--- config.mk ---
export PLATFORM = sky130hd
export DESIGN_NAME = sram_like_arbiter
export DESIGN_NICKNAME = d
export VERILOG_FILES = /design/src/rtl/sram_like_arbiter.sv
export SDC_FILE = /design/constraint.sdc
export NUM_CORES = 1
export LEC_CHECK = 0
export CORE_AREA = 2 2 113 115
export DETAILED_ROUTE_END_ITERATION = 8
export DIE_AREA = 0 0 115 117
export DONT_BUFFER_PORTS = 1
export MAX_ROUTING_LAYER = met4
export SYNTH_ARGS = -nofsm -noshare
export SYNTH_HDL_FRONTEND = slang
export SYNTH_SLANG_ARGS = --single-unit
--- constraint.sdc ---
create_clock -name clock_i -period 3 [get_ports clock_i]
set_input_delay 0.9 -clock clock_i [delete_from_list [all_inputs] [get_ports clock_i]]
set_output_delay 0.9 -clock clock_i [all_outputs]
set_load 0.03 [all_outputs]
--- src/rtl/sram_like_arbiter.sv ---
// N-channel SRAM-like arbiter: round-robin grant with stall lock onto one slave port,
// plus an ID FIFO that routes in-order slave responses back to the issuing channel.
module sram_like_arbiter #(
  parameter int NUM_CH  = 2,
  parameter int ADDR_W  = 32,
  parameter int DATA_W  = 32,
  parameter int MAX_OUT = 4
) (
  input  logic                              clock_i,
  input  logic                              reset_i,
  input  logic [NUM_CH-1:0]                 m_req_i,
  input  logic [NUM_CH-1:0]                 m_wr_i,
  input  logic [2*NUM_CH-1:0]               m_size_i,
  input  logic [ADDR_W*NUM_CH-1:0]          m_addr_i,
  input  logic [(DATA_W/8)*NUM_CH-1:0]      m_wstrb_i,
  input  logic [DATA_W*NUM_CH-1:0]          m_wdata_i,
  output logic [NUM_CH-1:0]                 m_addr_ok_o,
  output logic [NUM_CH-1:0]                 m_data_ok_o,
  output logic [DATA_W-1:0]                 m_rdata_o,
  output logic                              s_req_o,
  output logic                              s_wr_o,
  output logic [1:0]                        s_size_o,
  output logic [ADDR_W-1:0]                 s_addr_o,
  output logic [DATA_W/8-1:0]               s_wstrb_o,
  output logic [DATA_W-1:0]                 s_wdata_o,
  input  logic                              s_addr_ok_i,
  input  logic                              s_data_ok_i,
  input  logic [DATA_W-1:0]                 s_rdata_i,
  output logic                              err_unexp_o,
  output logic                              dbg_lock_o,
  output logic [$clog2(MAX_OUT+1)-1:0]      dbg_count_o
);

  localparam int CH_W  = $clog2(NUM_CH);
  localparam int PTR_W = (MAX_OUT > 1) ? $clog2(MAX_OUT) : 1;
  localparam int CNT_W = $clog2(MAX_OUT + 1);
  localparam int STB_W = DATA_W / 8;

  // Handshakes: a master address handshake is m_req & m_addr_ok, a slave address
  // handshake is s_req & s_addr_ok, and a response is the single-cycle s_data_ok pulse.
  typedef enum logic {ST_OPEN = 1'b0, ST_LOCKED = 1'b1} state_e;

  state_e             state_q, state_d;
  logic [CH_W-1:0]    lock_ch_q, lock_ch_d;
  logic [CH_W-1:0]    rr_ptr_q, rr_ptr_d;
  logic [PTR_W-1:0]   wr_ptr_q, wr_ptr_d;
  logic [PTR_W-1:0]   rd_ptr_q, rd_ptr_d;
  logic [CNT_W-1:0]   count_q, count_d;
  logic               err_q, err_d;
  logic [CH_W-1:0]    fifo_q [MAX_OUT];

  logic               gnt_vld;
  logic [CH_W-1:0]    gnt_idx;
  int                 scan_idx;
  logic               not_full;
  logic               slv_hs;
  logic               pop;

  function automatic logic [PTR_W-1:0] ptr_inc(input logic [PTR_W-1:0] p);
    return (p == PTR_W'(MAX_OUT - 1)) ? '0 : p + 1'b1;
  endfunction

  // Descending scan so the channel closest at/after rr_ptr is the last (winning) write.
  always_comb begin
    gnt_vld  = 1'b0;
    gnt_idx  = '0;
    scan_idx = 0;
    if (state_q == ST_LOCKED) begin
      gnt_vld = 1'b1;
      gnt_idx = lock_ch_q;
    end else begin
      for (int k = NUM_CH - 1; k >= 0; k--) begin
        scan_idx = (int'(rr_ptr_q) + k) % NUM_CH;
        if (m_req_i[scan_idx]) begin
          gnt_vld = 1'b1;
          gnt_idx = CH_W'(scan_idx);
        end
      end
    end
  end

  assign not_full = (count_q < CNT_W'(MAX_OUT));
  assign slv_hs   = s_req_o & s_addr_ok_i;
  assign pop      = s_data_ok_i & (count_q != '0) & ~reset_i;

  always_comb begin
    s_req_o     = 1'b0;
    s_wr_o      = 1'b0;
    s_size_o    = '0;
    s_addr_o    = '0;
    s_wstrb_o   = '0;
    s_wdata_o   = '0;
    m_addr_ok_o = '0;
    m_data_ok_o = '0;
    m_rdata_o   = '0;
    if (!reset_i) begin
      m_rdata_o = s_rdata_i;
      if (gnt_vld) begin
        s_req_o   = m_req_i[gnt_idx] & not_full;
        s_wr_o    = m_wr_i[gnt_idx];
        s_size_o  = m_size_i[gnt_idx*2 +: 2];
        s_addr_o  = m_addr_i[gnt_idx*ADDR_W +: ADDR_W];
        s_wstrb_o = m_wstrb_i[gnt_idx*STB_W +: STB_W];
        s_wdata_o = m_wdata_i[gnt_idx*DATA_W +: DATA_W];
        m_addr_ok_o[gnt_idx] = s_req_o & s_addr_ok_i;
      end
      m_data_ok_o[fifo_q[rd_ptr_q]] = pop;
    end
  end

  always_comb begin
    state_d   = state_q;
    lock_ch_d = lock_ch_q;
    rr_ptr_d  = rr_ptr_q;
    wr_ptr_d  = wr_ptr_q;
    rd_ptr_d  = rd_ptr_q;
    count_d   = count_q;
    err_d     = err_q;
    if (slv_hs) begin
      state_d  = ST_OPEN;
      rr_ptr_d = CH_W'((int'(gnt_idx) + 1) % NUM_CH);
      wr_ptr_d = ptr_inc(wr_ptr_q);
    end else if (s_req_o) begin
      // Slave stalled: pin the grant so the presented request stays stable.
      state_d   = ST_LOCKED;
      lock_ch_d = gnt_idx;
    end
    if (pop) begin
      rd_ptr_d = ptr_inc(rd_ptr_q);
    end
    case ({slv_hs, pop})
      2'b10:   count_d = count_q + 1'b1;
      2'b01:   count_d = count_q - 1'b1;
      default: count_d = count_q;
    endcase
    if (s_data_ok_i && (count_q == '0)) begin
      err_d = 1'b1;
    end
  end

  always_ff @(posedge clock_i) begin
    if (reset_i) begin
      state_q   <= ST_OPEN;
      lock_ch_q <= '0;
      rr_ptr_q  <= '0;
      wr_ptr_q  <= '0;
      rd_ptr_q  <= '0;
      count_q   <= '0;
      err_q     <= 1'b0;
    end else begin
      state_q   <= state_d;
      lock_ch_q <= lock_ch_d;
      rr_ptr_q  <= rr_ptr_d;
      wr_ptr_q  <= wr_ptr_d;
      rd_ptr_q  <= rd_ptr_d;
      count_q   <= count_d;
      err_q     <= err_d;
    end
  end

  always_ff @(posedge clock_i) begin
    if (slv_hs) begin
      fifo_q[wr_ptr_q] <= gnt_idx;
    end
  end

  assign err_unexp_o = err_q & ~reset_i;
  assign dbg_lock_o  = (state_q == ST_LOCKED) & ~reset_i;
  assign dbg_count_o = reset_i ? '0 : count_q;

endmodule

**Word level (Yosys, flattened, before mapping)**

Memory sizes are Yosys's and may differ from the RTL's. A register that Yosys moved wholly into a read port is not among the register bits.
Cells that the tools add are included.

- Shift-type cells: 4
- Add/subtract/negate cells: 6
- Mux-type cells: 43
- $lt $le $gt $ge: 7
- Equality and inequality tests: 4
- Reductions and logical operators: 8
- Bitwise operators: 12

Operators with widths:

| operator | number |
|---|---|
| $mux W32 | 5 |
| $shiftx A64 B7 Y32 | 2 |
| $mux W1 | 23 |
| $mux W2 | 9 |
| $mux W4 | 2 |
| $shiftx A8 B4 Y4 | 1 |
| $and A1 B1 Y1 | 7 |
| $eq A2 B2 Y1 const B | 3 |
| $lt A1 B2 Y1 const B | 3 |
| $pmux W3 S2 | 1 |
| $add A2 B1 Y2 const B | 2 |
| $and A2 B2 Y2 | 2 |
| $shiftx A4 B3 Y2 | 1 |
| $add A3 B1 Y3 const B | 1 |
| $logic_and A1 B1 Y1 | 3 |
| $logic_not A3 Y1 | 1 |
| $lt A2 B3 Y1 const B | 1 |
| $lt A3 B3 Y1 const B | 1 |
| $mux W3 | 1 |
| $reduce_bool A3 Y1 | 1 |
| $sub A3 B1 Y3 const B | 1 |
| $add A1 B1 Y1 const B | 2 |
| $demux W1 S1 | 2 |
| $eq A2 B1 Y1 const B | 1 |
| other kinds (6) | 8 |

- Memories kept: 1
- Register bits after elaboration: 11
- Memory bits (writable): 4
- Output and inout bits: 113
- Word-level logic and storage cells: 92

Memories:

| name | words | width | read ports | clocked after Yosys merged registers in | write ports | line | RTL |
|---|---|---|---|---|---|---|---|
| fifo_q | 4 | 1 | 1 | 1 | 1 | 50 | `logic [CH_W-1:0] fifo_q [MAX_OUT];` |

**Logic depth before layout (Yosys ltp)**

- Depth in word-level cells: 16
- Depth in mapped cells: 8
- Depth with buffers taken out: 8

**Worst setup path before layout**

OpenSTA, ideal clock, no wires.

- Kind: input-to-output
- Start: input port m_req_i[0]
- End: output port s_addr_o[23]
- Path buffers: 1
- Stages: 6
- Path slack: 0.041 ns
- Arrival time: 2.059 ns
- Path through: nor2b_1 -> o21a_1 -> inv_2 -> buf_2 -> nand2_1 -> a21oi_1

- Longest elaborated chain between the ends: 9

RTL lines:

| element | line | RTL |
|---|---|---|
| from (decl) | 11 | `input logic [NUM_CH-1:0] m_req_i,` |
| $mux W1 (not written as such) (3 in series) | 74 | `if (m_req_i[scan_idx]) begin` |
| $mux W1 | 74 |  |
| $mux W1 * | 74 |  |
| $mux W1 * | 68 | `if (state_q == ST_LOCKED) begin` |
| via gnt_idx | 53 | `logic [CH_W-1:0] gnt_idx;` |
| $shiftx A64 B7 Y32 * | 102 | `s_addr_o = m_addr_i[gnt_idx*ADDR_W +: ADDR_W];` |
| $mux W32 * | 98 | `if (gnt_vld) begin` |
| $mux W32 * | 96 | `if (!reset_i) begin` |
| to (decl) | 23 | `output logic [ADDR_W-1:0] s_addr_o,` |

Mark *: on every way through the listed nets, which the timed path passes. The rest lies on a longest branch. The select of a mux whose other input is x is not followed.

**Worst setup path after layout**

- Start: input port m_req_i[0]
- End: output port s_wdata_o[30]

- Longest elaborated chain between the ends: 9

RTL lines:

| element | line | RTL |
|---|---|---|
| $mux W1 (not written as such) (3 in series) | 74 |  |
| $mux W1 (2 in series) | 74 |  |
| $mux W1 | 68 |  |
| $shiftx A64 B7 Y32 | 104 | `s_wdata_o = m_wdata_i[gnt_idx*DATA_W +: DATA_W];` |
| $mux W32 * | 98 |  |
| $mux W32 * | 96 |  |
| to (decl) | 25 | `output logic [DATA_W-1:0] s_wdata_o,` |

Every way passes the cells marked *; elsewhere a longest branch is shown, timed or not. The select of a mux whose other input is x is not followed.

==> flow_summary.json <==
{
  "comb_power_share_pct": 56.2,
  "grt_pass1_wl_um": 9770,
  "routabilityCongestion": 0.875,
  "firstDrtPassIters": 4,
  "required_ns": 2.10,
  "grtUsageTotal_pct": 9.33,
  "synth_top_area_cell": "nand2_1",
  "netlist.area_leader.share_pct": 26.4,
  "die_x_um": 115,
  "synth_seq_cells": 17,
  "first_iter_violations": 121,
  "ys_types": 32,
  "multiInputGateArea_sq_mm": 0.00154,
  "cp_data_arrival_time_ns": 1.98,
  "fin_util_pct": 24.0,
  "dieArea_sq_mm": 0.0135,
  "yosysWarnings": 0,
  "fin_crit_sh_pct": 96.0,
  "insertion_delay_ns": 0.24,
  "core_sq_mm": 0.0123,
  "cts_inserted_buffers": 3,
  "cts_root_buffer": "clkbuf_16",
  "crit_end": "s_wdata_o[30]",
  "crit_family": "buffers and inverters",
  "area_delta_synth_final_pct": 43.2,
  "grt.overflow.total": 0,
  "drc_errors": 0,
  "drive_gt1_share_pct": 23.3,
  "h-tree-depth": 1,
  "antenna_found_initial": 0,
  "async_reset_ff_share_pct": 0,
  "max_clock_freq_mhz": 347,
  "reg2reg_depth": 8,
  "grt_max_degree": 52,
  "clockPowerShare_pct": 21.7,
  "totalWireLength_um": 7930,
  "hp-class": "flop to flop",
  "drv_cap": 0,
  "cts_tree": "yes",
  "setup.worst_path.class": "input port to output port",
  "cp_slowest_cell": "o21a_2",
  "synth.most_common_cell": "nand2_1",
  "vias": 2604,
  "die_h_um": 117,
  "power_mw": 1.19,
  "synth_fp_nets": 545,
  "ys_seq_area_share_pct": 18.5,
  "crit_fanout": 22,
  "reg2reg_from": "state_q",
  "cts.clk_slew.worst_paths_ns": 0.05,
  "portBuffers": 0,
  "cp.buffers_inverters": 3,
  "initial_core_util_pct": 16.7,
  "relSlewSlack_pct": 58.3,
  "end_kind": "output port",
  "num-nets-final": 609,
  "worst_slew_pin_slew_ns": 0.625,
  "crit_chain": "nor2b_1 > o21a_2 > inv_4 > buf_12 > nand2_1 > a21oi_1 > buf_4",
  "dp_hpwl_um": 6290,
  "worstSetupStartpoint": "m_req_i[0]",
  "rows": 41,
  "ctsLongestPathBuffers": 2,
  "p_leak_nw": 1.36,
  "p_seq_share_pct": 22.2,
  "via_per_inst": 4.56,
  "numClockSinks": 17,
  "swShare_pct": 44.7,
  "finClkSkew_ns": 0.00217,
  "io_pins": 293,
  "outcome": "completed",
  "final-setup-viol-count": 0,
  "setup_tns_ns": 0,
  "p_int_mw": 0.658,
  "regArea_sq_um": 380,
  "syn_avg_cell_area_sq_um": 5.75,
  "hold_viol": 0,
  "netlist_instances": 358,
  "critPathMaxStageDelay_ns": 0.24,
  "synth_top_cells_by_count": "nand2_1, a21oi_1, nor2b_1, buf_2, nor2_1",
  "fill_cells": 1343,
  "r2r_slack_ns": 0.62,
  "drtAntennaViolNets": 0,
  "ys_top_cells_by_area": "nand2_1, a21oi_1, dfxtp_1",
  "reg2reg_to": "count_q[2]",
  "synth-edff-count": 4,
  "antenna_cells": 0,
  "rsz0062_at_grt": "false",
  "vdd_drop_max_v": 0.000145,
  "layout_min_cycle_time_ns": 2.88,
  "worst-path-stages": 7,
  "slew_violations": 0,
  "startpoint_type": "input port",
  "p_sw_mw": 0.532,
  "ys.flop_type": "dfxtp_1",
  "synth_area_sq_mm": 0.00206,
  "cts_setup_buffers": 0,
  "routedWlPerCell_um": 13.9,
  "grt_pass1_vias": 1965,
  "power_density_mw_per_mm2": 404
}
[cell type report]
type / count / share of cell area, %
Clock buffer: 3 / 2.55
Tap cell: 150 / 6.36
Multi-Input combinational cell: 306 / 52.3
Timing Repair Buffer: 86 / 24.6
Clock inverter: 1 / 0.170
Sequential cell: 17 / 12.9
Inverter: 8 / 1.10
[layer usage]
| metal | share of wire, % | global-route usage [%] | wire length [um] |
|---|---|---|---|
| met1 | 42 | 12.1 | 3360 |
| met2 | 49 | 15.7 | 3870 |
| met3 | 8.2 | 1.29 | 654 |
| met4 | 0.55 | 1.69 | 44 |
| met5 | 0 | - | 0 |
[through the flow]
stage | hold slack, ns | area, sq um | instances | setup slack, ns
2_1_floorplan | 0.429 | 2060 | 358 | 0.0406
3_3_place_gp | 0.445 | 2840 | 566 | 0.106
3_5_place_dp | 0.452 | 2840 | 566 | 0.0801
4_1_cts | 0.467 | 2920 | 570 | 0.0749
5_1_grt | 0.494 | 2950 | 571 | 0.0391
6_report | 0.466 | 2950 | 571 | 0.119
[logic make-up after synthesis]
logic type / count (synthesis) / synth area share [%]
flip-flops: 17 / 18.5
buffers and inverters: 35 / 7.29
multiplexers: 3 / 2.07
XOR/XNOR: 2 / 0.851
AND/OR/NAND/NOR: 207 / 43.4
adder cells (fa/ha/maj): 7 / 4.62
AO/OA/AOI/OAI: 87 / 23.3
[layout by cell type (no fill, tap or decap), types with 2 or more instances in the layout]
cell / synthesis / final
clkbuf_16: 0 / 4
nand2_1: 145 / 145
o21ai_0: 2 / 2
buf_12: 0 / 5
ha_1: 6 / 6
mux2i_1: 2 / 2
xor2_1: 2 / 2
edfxtp_1: 4 / 4
inv_1: 7 / 7
nor2_1: 14 / 14
a21oi_1: 76 / 75
and3_1: 4 / 4
nor2b_1: 35 / 35
dfxtp_1: 13 / 13
buf_4: 0 / 80
nor3_1: 4 / 4
or3_1: 2 / 2
[worst min-delay path: cells and delay by family, from the launching register on]
kind / cells / cell delay, ns
compound gates: 1 / 0.04
flops: 1 / 0.32
simple gates: 1 / 0.07
[worst min path at each step]
stage               startpoint    end  slack (ns)  cells past startpoint
floorplan                err_q  err_q        0.43                      2
global placement         err_q  err_q        0.44                      2
detailed placement       err_q  err_q        0.45                      2
CTS                      err_q  err_q        0.47                      2
global route             err_q  err_q        0.49                      2
finish                   err_q  err_q        0.47                      2
[power by group through the flow]
stage               registers [mW]  clock network, mW  logic (mW)
floorplan                    0.265                  0       0.473
global placement             0.268                  0       0.656
detailed placement           0.268                  0       0.659
CTS                          0.264              0.263       0.661
global route                 0.266              0.275       0.722
finish                       0.264              0.258       0.668
[repair_timing]
item / CTS / global route
endpoints found under the setup margin: 0 / 9
resized for setup: 0 / 2
hold buffers: 0 / 0
Note: power is estimated with default switching activity, not from simulation.
